<file path="config.mk">
export PLATFORM = sky130hd
export DESIGN_NAME = xadc_monitor_sampler
export DESIGN_NICKNAME = d
export VERILOG_FILES = /design/src/rtl/xadc_monitor_sampler.sv
export SDC_FILE = /design/constraint.sdc
export NUM_CORES = 1
export LEC_CHECK = 0
export ABC_AREA = 1
export ABC_CLOCK_PERIOD_IN_PS = 2990
export BUFFER_PORTS_ARGS = -buffer_cell sky130_fd_sc_hd__buf_2
export CORE_ASPECT_RATIO = 1.25
export CORE_MARGIN = 2
export CORE_UTILIZATION = 61
export DETAILED_ROUTE_END_ITERATION = 16
export PLACE_DENSITY_LB_ADDON = 0.12
export SYNTH_ARGS = -nofsm -noshare
export SYNTH_HDL_FRONTEND = slang
export SYNTH_SLANG_ARGS = --single-unit
</file>
<file path="constraint.sdc">
create_clock -name clk -period 2.99 [get_ports clk]
set_clock_uncertainty 0.2 [all_clocks]
set_input_delay 0.598 -clock clk [delete_from_list [all_inputs] [get_ports clk]]
set_output_delay 0.598 -clock clk [all_outputs]
set_load 0.05 [all_outputs]
</file>
<file path="src/rtl/xadc_monitor_sampler.sv">
// rtl/xadc_monitor_sampler.sv - XADC DRP poller for Vin/Vout with over-voltage flag; XADC_AVG_EN enables 4-round averaging
module xadc_monitor_sampler #(
  parameter logic [6:0]  VIN_ADDR  = 7'h13,
  parameter logic [6:0]  VOUT_ADDR = 7'h1B,
  parameter int unsigned POLL_DIV  = 1000,
  parameter logic [11:0] OV_LIMIT  = 12'd460
) (
  input  logic        clk,
  input  logic        rst_n,
  output logic        drp_den,
  output logic [6:0]  drp_daddr,
  output logic        drp_dwe,
  input  logic        drp_drdy,
  input  logic [15:0] drp_do,
  output logic [11:0] vin_adc,
  output logic [11:0] vout_adc,
  output logic        sample_valid,
  output logic        vout_ov,
  output logic        drp_timeout
);

  localparam logic [15:0] POLL_LAST = 16'(POLL_DIV - 1);
  // The den cycle counts as 1, so the count reaches 255 in the last cycle a drdy may still land.
  localparam logic [7:0]  TMO_LAST  = 8'd255;

  typedef enum logic [2:0] {
    WAIT      = 3'd0,
    REQ_VIN   = 3'd1,
    WAIT_VIN  = 3'd2,
    REQ_VOUT  = 3'd3,
    WAIT_VOUT = 3'd4,
    UPDATE    = 3'd5
  } state_t;

  state_t      state_q, state_d;
  logic [15:0] poll_q, poll_d;
  logic [7:0]  tmo_q, tmo_d;
  logic        den_q, den_d;
  logic [6:0]  daddr_q, daddr_d;
  logic [11:0] vin_raw_q, vin_raw_d;
  logic [11:0] vout_raw_q, vout_raw_d;
  logic [11:0] vin_q, vin_d;
  logic [11:0] vout_q, vout_d;
  logic        valid_q, valid_d;
  logic        ov_q, ov_d;
  logic        tflag_q, tflag_d;
`ifdef XADC_AVG_EN
  logic [13:0] vin_sum_q, vin_sum_d;
  logic [13:0] vout_sum_q, vout_sum_d;
  logic [1:0]  rnd_q, rnd_d;
  logic [13:0] vin_acc, vout_acc;
`endif

  // Next-state and datapath decode; den is registered so it is a clean single-cycle pulse.
  always_comb begin
    state_d    = state_q;
    poll_d     = poll_q;
    tmo_d      = tmo_q;
    den_d      = 1'b0;
    daddr_d    = daddr_q;
    vin_raw_d  = vin_raw_q;
    vout_raw_d = vout_raw_q;
    vin_d      = vin_q;
    vout_d     = vout_q;
    valid_d    = 1'b0;
    ov_d       = ov_q;
    tflag_d    = tflag_q;
`ifdef XADC_AVG_EN
    vin_sum_d  = vin_sum_q;
    vout_sum_d = vout_sum_q;
    rnd_d      = rnd_q;
    vin_acc    = vin_sum_q + {2'b00, vin_raw_q};
    vout_acc   = vout_sum_q + {2'b00, vout_raw_q};
`endif

    case (state_q)
      WAIT: begin
        if (poll_q == POLL_LAST) begin
          poll_d  = 16'd0;
          state_d = REQ_VIN;
        end else begin
          poll_d = poll_q + 16'd1;
        end
      end

      REQ_VIN: begin
        den_d   = 1'b1;
        daddr_d = VIN_ADDR;
        tmo_d   = 8'd1;
        state_d = WAIT_VIN;
      end

      WAIT_VIN: begin
        if (drp_drdy) begin
          vin_raw_d = drp_do[15:4];
          state_d   = REQ_VOUT;
        end else if (tmo_q == TMO_LAST) begin
          tflag_d = 1'b1;
          poll_d  = 16'd0;
          state_d = WAIT;
`ifdef XADC_AVG_EN
          vin_sum_d  = 14'd0;
          vout_sum_d = 14'd0;
          rnd_d      = 2'd0;
`endif
        end else begin
          tmo_d = tmo_q + 8'd1;
        end
      end

      REQ_VOUT: begin
        den_d   = 1'b1;
        daddr_d = VOUT_ADDR;
        tmo_d   = 8'd1;
        state_d = WAIT_VOUT;
      end

      WAIT_VOUT: begin
        if (drp_drdy) begin
          vout_raw_d = drp_do[15:4];
          state_d    = UPDATE;
        end else if (tmo_q == TMO_LAST) begin
          tflag_d = 1'b1;
          poll_d  = 16'd0;
          state_d = WAIT;
`ifdef XADC_AVG_EN
          vin_sum_d  = 14'd0;
          vout_sum_d = 14'd0;
          rnd_d      = 2'd0;
`endif
        end else begin
          tmo_d = tmo_q + 8'd1;
        end
      end

      UPDATE: begin
`ifdef XADC_AVG_EN
        if (rnd_q == 2'd3) begin
          vin_d      = vin_acc[13:2];
          vout_d     = vout_acc[13:2];
          ov_d       = (vout_acc[13:2] > OV_LIMIT);
          valid_d    = 1'b1;
          vin_sum_d  = 14'd0;
          vout_sum_d = 14'd0;
          rnd_d      = 2'd0;
        end else begin
          vin_sum_d  = vin_acc;
          vout_sum_d = vout_acc;
          rnd_d      = rnd_q + 2'd1;
        end
`else
        vin_d   = vin_raw_q;
        vout_d  = vout_raw_q;
        ov_d    = (vout_raw_q > OV_LIMIT);
        valid_d = 1'b1;
`endif
        poll_d  = 16'd0;
        state_d = WAIT;
      end

      default: begin
        poll_d  = 16'd0;
        state_d = WAIT;
      end
    endcase
  end

  // State and output registers; reset abandons any in-flight DRP read.
  always_ff @(posedge clk or negedge rst_n) begin
    if (!rst_n) begin
      state_q    <= WAIT;
      poll_q     <= 16'd0;
      tmo_q      <= 8'd0;
      den_q      <= 1'b0;
      daddr_q    <= 7'd0;
      vin_raw_q  <= 12'd0;
      vout_raw_q <= 12'd0;
      vin_q      <= 12'd0;
      vout_q     <= 12'd0;
      valid_q    <= 1'b0;
      ov_q       <= 1'b0;
      tflag_q    <= 1'b0;
`ifdef XADC_AVG_EN
      vin_sum_q  <= 14'd0;
      vout_sum_q <= 14'd0;
      rnd_q      <= 2'd0;
`endif
    end else begin
      state_q    <= state_d;
      poll_q     <= poll_d;
      tmo_q      <= tmo_d;
      den_q      <= den_d;
      daddr_q    <= daddr_d;
      vin_raw_q  <= vin_raw_d;
      vout_raw_q <= vout_raw_d;
      vin_q      <= vin_d;
      vout_q     <= vout_d;
      valid_q    <= valid_d;
      ov_q       <= ov_d;
      tflag_q    <= tflag_d;
`ifdef XADC_AVG_EN
      vin_sum_q  <= vin_sum_d;
      vout_sum_q <= vout_sum_d;
      rnd_q      <= rnd_d;
`endif
    end
  end

  assign drp_den      = den_q;
  assign drp_daddr    = daddr_q;
  assign drp_dwe      = 1'b0;
  assign vin_adc      = vin_q;
  assign vout_adc     = vout_q;
  assign sample_valid = valid_q;
  assign vout_ov      = ov_q;
  assign drp_timeout  = tflag_q;

endmodule

</file>
After elaboration in Yosys (flattened, before gate mapping). Cells that the tools add are included.

Memories: 0. Bits in writable memories: 0. Bits in latches: 0. Memory bits (read-only): 0. Output and inout port bits: 36. Bits of input ports: 19. Flip-flop bits (word level): 86.

Reduce and logical (&&, ||, !) cells: 10. $add $sub $neg: 2. Muxes and demuxes: 15. Order comparisons: 1. $mul: 0. Bitwise logic cells: 2. Equality and inequality tests: 11. Div/mod/pow operators: 0. Shift-type cells: 0.

Operators with widths (number): $mux 16 (3); $pmux 16 s3 (1); $add 16x1->16 const B (1); $eq 16x10->1 const B (1); $mux 8 (2); $pmux 8 s2 (1); $pmux 3 s5 (1); $pmux 7 s2 (1); $gt 12x9->1 const B (1); $mux 3 (4); $reduce_and 3->1 (3); $add 8x1->8 const B (1); $eq 8x8->1 const B (1); $eq 3x2->1 const B (2); $eq 3x3->1 const B (2); $ne 2x2->1 const B (3); $reduce_and 2->1 (2); $reduce_bool 2->1 (2); $reduce_or 2->1 (2); $eq 3x1->1 const B (1); $logic_not 3->1 (1); $mux 1 (2); $ne 2x1->1 const B (1); $not 1->1 (2).

Longest topological paths before layout. Gate-level depths: netlist of run 1.

Depth after elaboration: 4. Gate-level depth with buffers: 9. Gate-level depth less buffers: 9.

Least setup slack after synthesis of run 1. Ideal clock, no wire load.

Path type: register -> output. From: register daddr_q[1] (netlist: drp_daddr[1]). To: output drp_daddr[1]. Data arrival time: 0.916 ns. Stages on the path, launching flop included: 2. Path buffers: 1. Required time: 2.192 ns. Slack: 1.276 ns. Cells stage by stage: dfrtp_1 > buf_4.

RTL lines: start: declaration (line 39) `logic [6:0] daddr_q, daddr_d;`; start signal: assignment (line 193) `daddr_q <= daddr_d;`; end: declaration (line 11) `output logic [6:0] drp_daddr,`.

No word-level cell between the ends.

Worst setup path after layout of run 1.
From: register state_q[0]. To: register vout_raw_q[8].

Longest elaborated chain between the ends: 2.

Ends and longest elaborated chain: start: declaration (line 35) `state_t state_q, state_d;`; start signal: assignment (line 189) `state_q <= state_d;`; $eq 3x3->1 (line 76) `case (state_q)`; $reduce_and 2->1 (no source line); end signal: assignment (line 195) `vout_raw_q <= vout_raw_d;`; end: declaration (line 41) `logic [11:0] vout_raw_q, vout_raw_d;`.

Every way passes these cells. A chain may end at the register's enable or synchronous reset.

==> results.cfg, run 1 <==
[status]
status = finished, violations left
violations = negative hold slack

[synthesis]
yosysWarnings = 0
ys_types = 31
syn_area_um2 = 3790
synth_top_family_by_area = simple AND/OR/NAND/NOR gates
yosysSeqAreaShare = 0.535
syn_avg_cell_area_um2 = 8.02
yosys.area_share.simple = 0.323
synth_compound_area_frac = 0.0574
synth_top_area_cell = dfrtp_1
synth_seq_cells = 81
ys.flop_type = dfrtp_1
async_reset_ff_frac = 1.00
synth_top_area_frac = 0.535
synth-adder-area-share = 0.00660
yosys.area_share.xor_xnor = 0.0116
syn_inst = 473
muxShareOfSynthArea = 0
netlist_top_cells_area = dfrtp_1 (53%), nand2_1 (20%), inv_1 (3.6%)
synth-edff-count = 0

[pwr]
internal_power_mw = 1.57
p_per_area_nw_per_um2 = 466
p_leak_nw = 2.40
p_comb_frac = 0.025
vdd_ir_drop_max_uv = 353
p_total_mw = 2.00
swShare = 0.214
clkPwrFrac = 0.426
seq_power_share = 0.548
p_sw_mw = 0.428

[clock_network]
cts_max_path_buffers = 2
clk_pin_slew_worst_paths_ps = 80
cts-resized-gates = 0
cts_htree_levels = 3
post_cts_buffers = 0
cts_sinks = 81
clk_latency_ps = 340
cts-root-buf = clkbuf_8
cts_tree = done
ctsHoldBuffers = 0
cts_inserted_buffers = 9

[global_routing]
grt_max_degree = 48
grt.overflow.total = 0
grt_usage = 0.250
grt_pass1_wl_mm = 13.2
antenna_found_initial = 0
grt_pass1_vias = 2949

[run]
cap_violations = 0

[finish]
final_area_um2 = 4280
multi_input_area_um2 = 1530
utilization = 0.703
num-fill-cells = 532
drive_above_1_share = 0.163
final_cell_mix = nand2_1 (201), dfrtp_1 (81), buf_2 (45), inv_1 (36), nor2_1 (32)
fin_nets = 540
area_growth_syn_to_layout_pct = 12.9
stdcell_count = 608
final_common_cell = nand2_1
diodes = 0
seq_area_um2 = 2030

[die]
io_pins = 55
dieArea_um2 = 6870
die_w_um = 74.5
die_h_um = 92.1
initial_utilization = 0.623
row_count = 32
core-area_um2 = 6090

[timing]
slew_violations = 0
setup_viol = 0
setup_tns_ps = 0
hold_slack_ps = -9.45
fmax_ghz = 0.521
timing.final.crit_share = 0.642
tightest_slew_ps = 801
rsz0062_at_grt = no
final_hold_viol_count = 3
period_needed_ps = 1920
max_slew_margin = 0.465
fin_ws_ps = 1070

[critical_path]
regToRegStartpoint = state_q[0]
arrival_ps = 1960
cp-startpoint = state_q[0]
worst_setup_path_end_kind = flip-flop
crit_type = flip-flop to flip-flop
reg2reg_slack_ps = 1070
critPathMaxFanout = 25
r2r_end = vout_raw_q[8]
rr_worst_depth = 3
start_kind = flip-flop
cp.required_ps = 3030

[place]
port-buffer-count = 46
dp.cells = 593
gp_congestion = 0.822
place_ws_ps = 880
dp_hpwl_mm = 5.37
placed_area_um2 = 4070

[routing]
routedWlPerCell_um = 12.7
drt_iter0_drc = 252
num_vias = 3131
ant_nets = 0
remaining_drc_errors = 0
wl_mm = 7.75
drtPass1Iterations = 4
routed_via_density = 5.15

[worst_hold_path]
hold_class = primary input to async pin
[layout make-up]
type / count / area share
Clock inverter: 6 / 0.0196
Inverter: 41 / 0.0360
Multi-Input combinational cell: 338 / 0.356
Timing Repair Buffer: 48 / 0.0608
Sequential cell: 81 / 0.474
Clock buffer: 9 / 0.0289
Tap cell: 85 / 0.0248
[cells by family after synthesis]
logic type,Yosys count
xor+xnor,5
compound gates,39
buf+inv,57
fa+ha+maj,2
other cells,1
flops,81
simple gates,288
[worst max-delay path by stage]
stage,to,slack (ps),depth (start not counted)
finish,vout_raw_q[8],1070,3
floorplan,drp_daddr[1],1280,1
global route,vout_raw_q[9],850,3
CTS,vout_raw_q[7],1060,3
detailed placement,vout_raw_q[7],880,3
global placement,vout_raw_q[9],1000,3
[synthesized netlist by cell type, types with 4 or more instances]
library cell and instances:
dfrtp_1 81, inv_2 5, nand3_1 26, buf_4 6, xor2_1 4, or2_2 4, buf_2 5, nand4_1 13
o21ai_0 26, clkbuf_1 4, nand2_1 201, nor2_1 32, inv_1 36
[sequential cells by signal, indices dropped and copies added, names as in the netlist]
register      count
sample_valid      1
vin_raw_q        12
vout_adc         12
drp_timeout       1
poll_q           16
tmo_q             8
drp_daddr         2
vout_raw_q       12
state_q           3
vout_ov           1
vin_adc          12
drp_den           1
[power by group through the flow]
stage	logic, mW	clock network [mW]	registers [mW]
finish	0.0508	0.850	1.09
global route	0.0588	0.910	1.09
CTS	0.0522	0.862	1.09
detailed placement	0.0522	0	1.12
global placement	0.0520	0	1.12
floorplan	0.0196	0	1.12
[worst max-delay path: stages, from the launching register on]
cell and delay, ps:
dfrtp_1 460, nor2_2 140, nand3_1 570, o21ai_0 430
[metal layers]
metal | routed length, um | global-route usage | vias up
met5 | 0 | 0 | -
met4 | 60 | 0.0893 | 0
met3 | 260 | 0.0396 | 6
met2 | 4090 | 0.420 | 65
met1 | 3340 | 0.324 | 1495
li1 | - | - | 1565
Power figures use the tool's default switching activity.
==> inputs of run 2 (changes only) <==
- ABC_CLOCK_PERIOD_IN_PS: 2990 -> 2000
- CORE_UTILIZATION: 61 -> 57
- clock period: 2.99 -> 2 ns (I/O delays scaled with it)
==> run 2 against run 1 <==
The flow now finishes without violations. Core utilization is 3.2 points lower. Sequential share of layout area is 0.80 points lower. Clock power is 55% higher. Clock-buffer cell count is 1 higher. Die area is 6.7% higher. Sequential power is 50% higher. Via count is 2.3% lower. Non-clock buffer count is 7 higher. Global-route usage is 3.6 points lower. Worst setup slack worse by 810 ps. Critical path type unchanged. Largest cell class unchanged. Largest power group unchanged.
==> results.cfg, run 2 (synthesis gave the netlist of run 1 again) <==
[status]
status = finished clean

[critical_path]
reg2reg_slack_ps = 260
critPathMaxFanout = 6
worst_setup_path_end_kind = flip-flop
regToRegStartpoint = tmo_q[0]
crit_type = flip-flop to flip-flop
r2r_end = tmo_q[6]
start_kind = flip-flop
rr_worst_depth = 8
cp-startpoint = tmo_q[0]
cp.required_ps = 2080
endpoint = tmo_q[6]
arrival_ps = 1820

[timing]
timing.final.crit_share = 0.870
rsz0062_at_grt = no
setup_tns_ps = 0
max_slew_margin = 0.642
final_hold_viol_count = 0
setup_viol = 0
period_needed_ps = 1740
tightest_slew_ps = 537
fmax_ghz = 0.575
slew_violations = 0

[die]
die_w_um = 76.9
die_h_um = 95.2
core-area_um2 = 6480
row_count = 33
initial_utilization = 0.585
io_pins = 55
dieArea_um2 = 7320

[global_routing]
grt_usage = 0.215
grt.overflow.total = 0
grt_pass1_wl_mm = 12.5
antenna_found_initial = 0
grt_pass1_vias = 2803
grt_max_degree = 42

[routing]
remaining_drc_errors = 0
routed_via_density = 4.96
drtPass1Iterations = 5
drt_iter0_drc = 230
wl_mm = 7.36
routedWlPerCell_um = 11.9
ant_nets = 0
num_vias = 3058

[finish]
final_cell_mix = nand2_1 (201), dfrtp_1 (81), buf_2 (45), inv_1 (36), nor2_1 (32)
final_common_cell = nand2_1
drive_above_1_share = 0.172
fin_nets = 547
final_area_um2 = 4350
num-fill-cells = 579
largest_register_ffs = 16
diodes = 0
area_growth_syn_to_layout_pct = 14.9
top_register = poll_q

[clock_network]
cts_max_path_buffers = 2
cts_sinks = 81
clk_pin_slew_worst_paths_ps = 80
post_cts_buffers = 0
cts_tree = done
clk_latency_ps = 340
cts-root-buf = clkbuf_8
cts_inserted_buffers = 9
cts_htree_levels = 3

[pwr]
p_per_area_nw_per_um2 = 697
p_total_mw = 3.04
vdd_ir_drop_max_uv = 505
p_leak_nw = 2.44

[place]
gp_congestion = 0.874
dp_hpwl_mm = 5.15
placed_area_um2 = 4120
port-buffer-count = 46

[run]
cap_violations = 0

[worst_hold_path]
hold_class = primary input to flip-flop
==> run 2: worst min path at each step <==
stage	depth (start not counted)	end	slack, ps	startpoint
floorplan	0	drp_daddr[1]	-100	rst_n
global placement	1	vin_adc[11]	220	rst_n
detailed placement	1	vin_adc[11]	220	rst_n
CTS	3	vin_raw_q[3]	90	drp_do[7]
global route	3	vin_raw_q[3]	100	drp_do[7]
finish	3	vin_raw_q[3]	110	drp_do[7]
==> run 2: timing repair <==
item                                   CTS  global route
endpoints found under the hold margin   39             0
gates resized for setup                  0             0
setup endpoints to repair                0             0
hold buffers                             1             0
==> run 2: power breakdown <==
group	total [mW]	internal (mW)	switching (mW)
clock	1.32	0.742	0.580
combinational	0.0789	0.0187	0.0602
sequential	1.64	1.64	0
==> run 2: metal layers <==
metal	GRT usage	part of all wire
met2	0.366	0.51
met5	0	0
met3	0.0294	0.025
met4	0.0833	0.0088
met1	0.281	0.46
==> run 2: layout make-up <==
class	count	area [um^2]	area share
Timing Repair Buffer	55	315	0.0724
Sequential cell	81	2030	0.466
Clock inverter	5	86.3	0.0198
Clock buffer	10	138	0.0316
Inverter	41	154	0.0353
Tap cell	87	109	0.0250
Multi-Input combinational cell	338	1530	0.350
==> run 2: critical path, cell delays in order (launching register included) <==
cell	delay [ps]
dfrtp_1	410
ha_1	230
nand2_1	110
nor2_2	50
nand2_1	150
nand2_4	90
a21oi_2	290
nand2_1	90
nand2_1	60
==> run 2: per-stage QoR <==
| step | instances | util | hold WS [ps] | setup WS, ps |
|---|---|---|---|---|
| floorplan | 476 | - | -95.6 | 423 |
| global placement | 601 | 0.636 | 216 | 265 |
| detailed placement | 601 | 0.636 | 218 | 263 |
| CTS | 617 | 0.672 | 94.8 | 247 |
| global route | 617 | 0.672 | 103 | 99.4 |
| finish | 617 | 0.672 | 108 | 260 |
==> inputs of run 3 (changes only) <==
--- a/config.mk
+++ b/config.mk
@@ -11,5 +11,6 @@
 export CORE_ASPECT_RATIO = 1.25
 export CORE_MARGIN = 2
-export CORE_UTILIZATION = 57
+export CORE_UTILIZATION = 59
+export CTS_BUF_LIST = sky130_fd_sc_hd__clkbuf_8
 export DETAILED_ROUTE_END_ITERATION = 16
 export PLACE_DENSITY_LB_ADDON = 0.12
==> constraint.sdc (replaced) <==
create_clock -name clk -period 2 [get_ports clk]
set_clock_uncertainty 0.2 [all_clocks]
set_input_delay 0.3 -clock clk [delete_from_list [all_inputs] [get_ports clk]]
set_output_delay 0.3 -clock clk [all_outputs]
set_load 0.01 [all_outputs]
==> run 3 against run 2 <==
Sequential share of layout area is 0.32 points lower. Final cell count did not move. Clock-buffer cell count unchanged. Power increased by 0.57%. First-iteration DRC count decreased by 25%. Die area down 3.2%. Fmax decreased by 1.7%. Largest cell class unchanged.
==> results.cfg, run 3 (synthesis gave the netlist of run 1 again) <==
[clock_network]
clk_pin_slew_worst_paths_ps = 80
cts_sinks = 81
cts_htree_levels = 3
cts_inserted_buffers = 9
clk_latency_ps = 350
cts-root-buf = clkbuf_8
cts-resized-gates = 0
cts_tree = done
cts_max_path_buffers = 2

[finish]
final_cell_mix = nand2_1 (201), dfrtp_1 (81), buf_2 (45), inv_1 (36), nor2_1 (32)
num-fill-cells = 494
area_growth_syn_to_layout_pct = 15.6
final_common_cell = nand2_1
drive_above_1_share = 0.171
largest_register_ffs = 16
top_register = poll_q
diodes = 0
fin_nets = 549

[routing]
num_vias = 3086
remaining_drc_errors = 0
wl_mm = 7.39
drt_iter0_drc = 172
drtPass1Iterations = 5
routed_via_density = 5.00
routedWlPerCell_um = 12.0
ant_nets = 0

[pwr]
p_leak_nw = 2.45
p_per_area_nw_per_um2 = 697
p_total_mw = 3.05
vdd_ir_drop_max_uv = 578

[critical_path]
path_depth = 9
crit_family = simple AND/OR/NAND/NOR gates
crit_buf_inv = 0
cpMostUsedCell = nand2_1
worst_setup_path_end_kind = flip-flop
crit_type = flip-flop to flip-flop
rr_worst_depth = 9
cp.required_ps = 2040
start_kind = flip-flop
crit_path_max_incr_delay_ps = 410
cp_slowest_cell = dfrtp_1
path_cells = ha_1, nand2_1, nor2_2, nand2_1, nand2_4, nand2_1, nand2_2, nand2_1, nand2_1
arrival_ps = 1810
critPathMaxFanout = 8

[place]
dp_hpwl_mm = 5.19
port-buffer-count = 46
gp_congestion = 0.873

[die]
core-area_um2 = 6210
row_count = 32
die_h_um = 93.6
io_pins = 55
dieArea_um2 = 7090
die_w_um = 75.7
initial_utilization = 0.611

[global_routing]
grt_max_degree = 31
grt.overflow.total = 0
grt_pass1_vias = 2962
grt_usage = 0.236
antenna_found_initial = 0
grt_pass1_wl_mm = 12.8

[timing]
rsz0062_at_grt = no
slew_violations = 0
period_needed_ps = 1770
setup_viol = 0
final_hold_viol_count = 0
setup_tns_ps = 0
timing.final.crit_share = 0.885
fmax_ghz = 0.565
hold_slack_ps = 12.3

[run]
cap_violations = 0

[worst_hold_path]
whs_path_depth = 3
hold_class = primary input to flip-flop

[status]
status = finished clean
## run 3: cell types whose count changed in the layout (fill, tap and decap cells not counted), sizes merged
cell,previous run,this run
dlygate4sd3,1,3
## run 3: final timing paths
path	to	slack, ps	start
hold / removal	vout_raw_q[5]	10	drp_do[9]
min in group asynchronous	poll_q[13]	190	rst_n
setup reg to reg	tmo_q[0]	230	tmo_q[0]
setup / recovery	tmo_q[0]	230	tmo_q[0]
max in group asynchronous	vout_adc[10]	880	rst_n
hold reg to reg	vin_adc[0]	270	vin_raw_q[0]
## run 3: stage by stage
| step | area [um^2] | util | instances | worst slack [ps] |
|---|---|---|---|---|
| 3_5_place_dp | 4130 | 0.666 | 599 | 225 |
| 4_1_cts | 4380 | 0.706 | 617 | 216 |
| 2_1_floorplan | 3800 | - | 476 | 423 |
| 6_report | 4380 | 0.706 | 617 | 230 |
| 5_1_grt | 4380 | 0.706 | 617 | 77.6 |
| 3_3_place_gp | 4130 | 0.666 | 599 | 269 |
## run 3: routing by layer
| metal | up-vias | track usage | wire length [um] |
|---|---|---|---|
| met3 | 8 | 0.0345 | 263 |
| met2 | 58 | 0.385 | 3600 |
| li1 | 1589 | - | - |
| met5 | - | 0 | 0 |
| met1 | 1431 | 0.308 | 3430 |
| met4 | 0 | 0.105 | 94 |
## run 3: report_power, final
group / internal [mW] / total, mW / switching [mW]
Sequential: 1.64 / 1.64 / 0
Clock: 0.741 / 1.35 / 0.605
Combinational: 0.0225 / 0.0712 / 0.0487
## run 3: worst min-delay path: stages
cell and delay [ps]:
buf_2 100, inv_1 50, o21ai_0 80
## run 3: cell type report
cell class                      count  area [um^2]  share of cell area
Sequential cell                    81         2030               0.462
Multi-Input combinational cell    338         1530               0.348
Timing Repair Buffer               57          348              0.0793
Inverter                           41          154              0.0351
Clock buffer                       10          138              0.0314
Tap cell                           85          106              0.0243
Clock inverter                      5         86.3              0.0197
## run 3: repair_timing
action / in CTS / in global routing
hold endpoints to repair: 53 / 0
buffers inserted: 0 / 0
hold buffers: 3 / 0
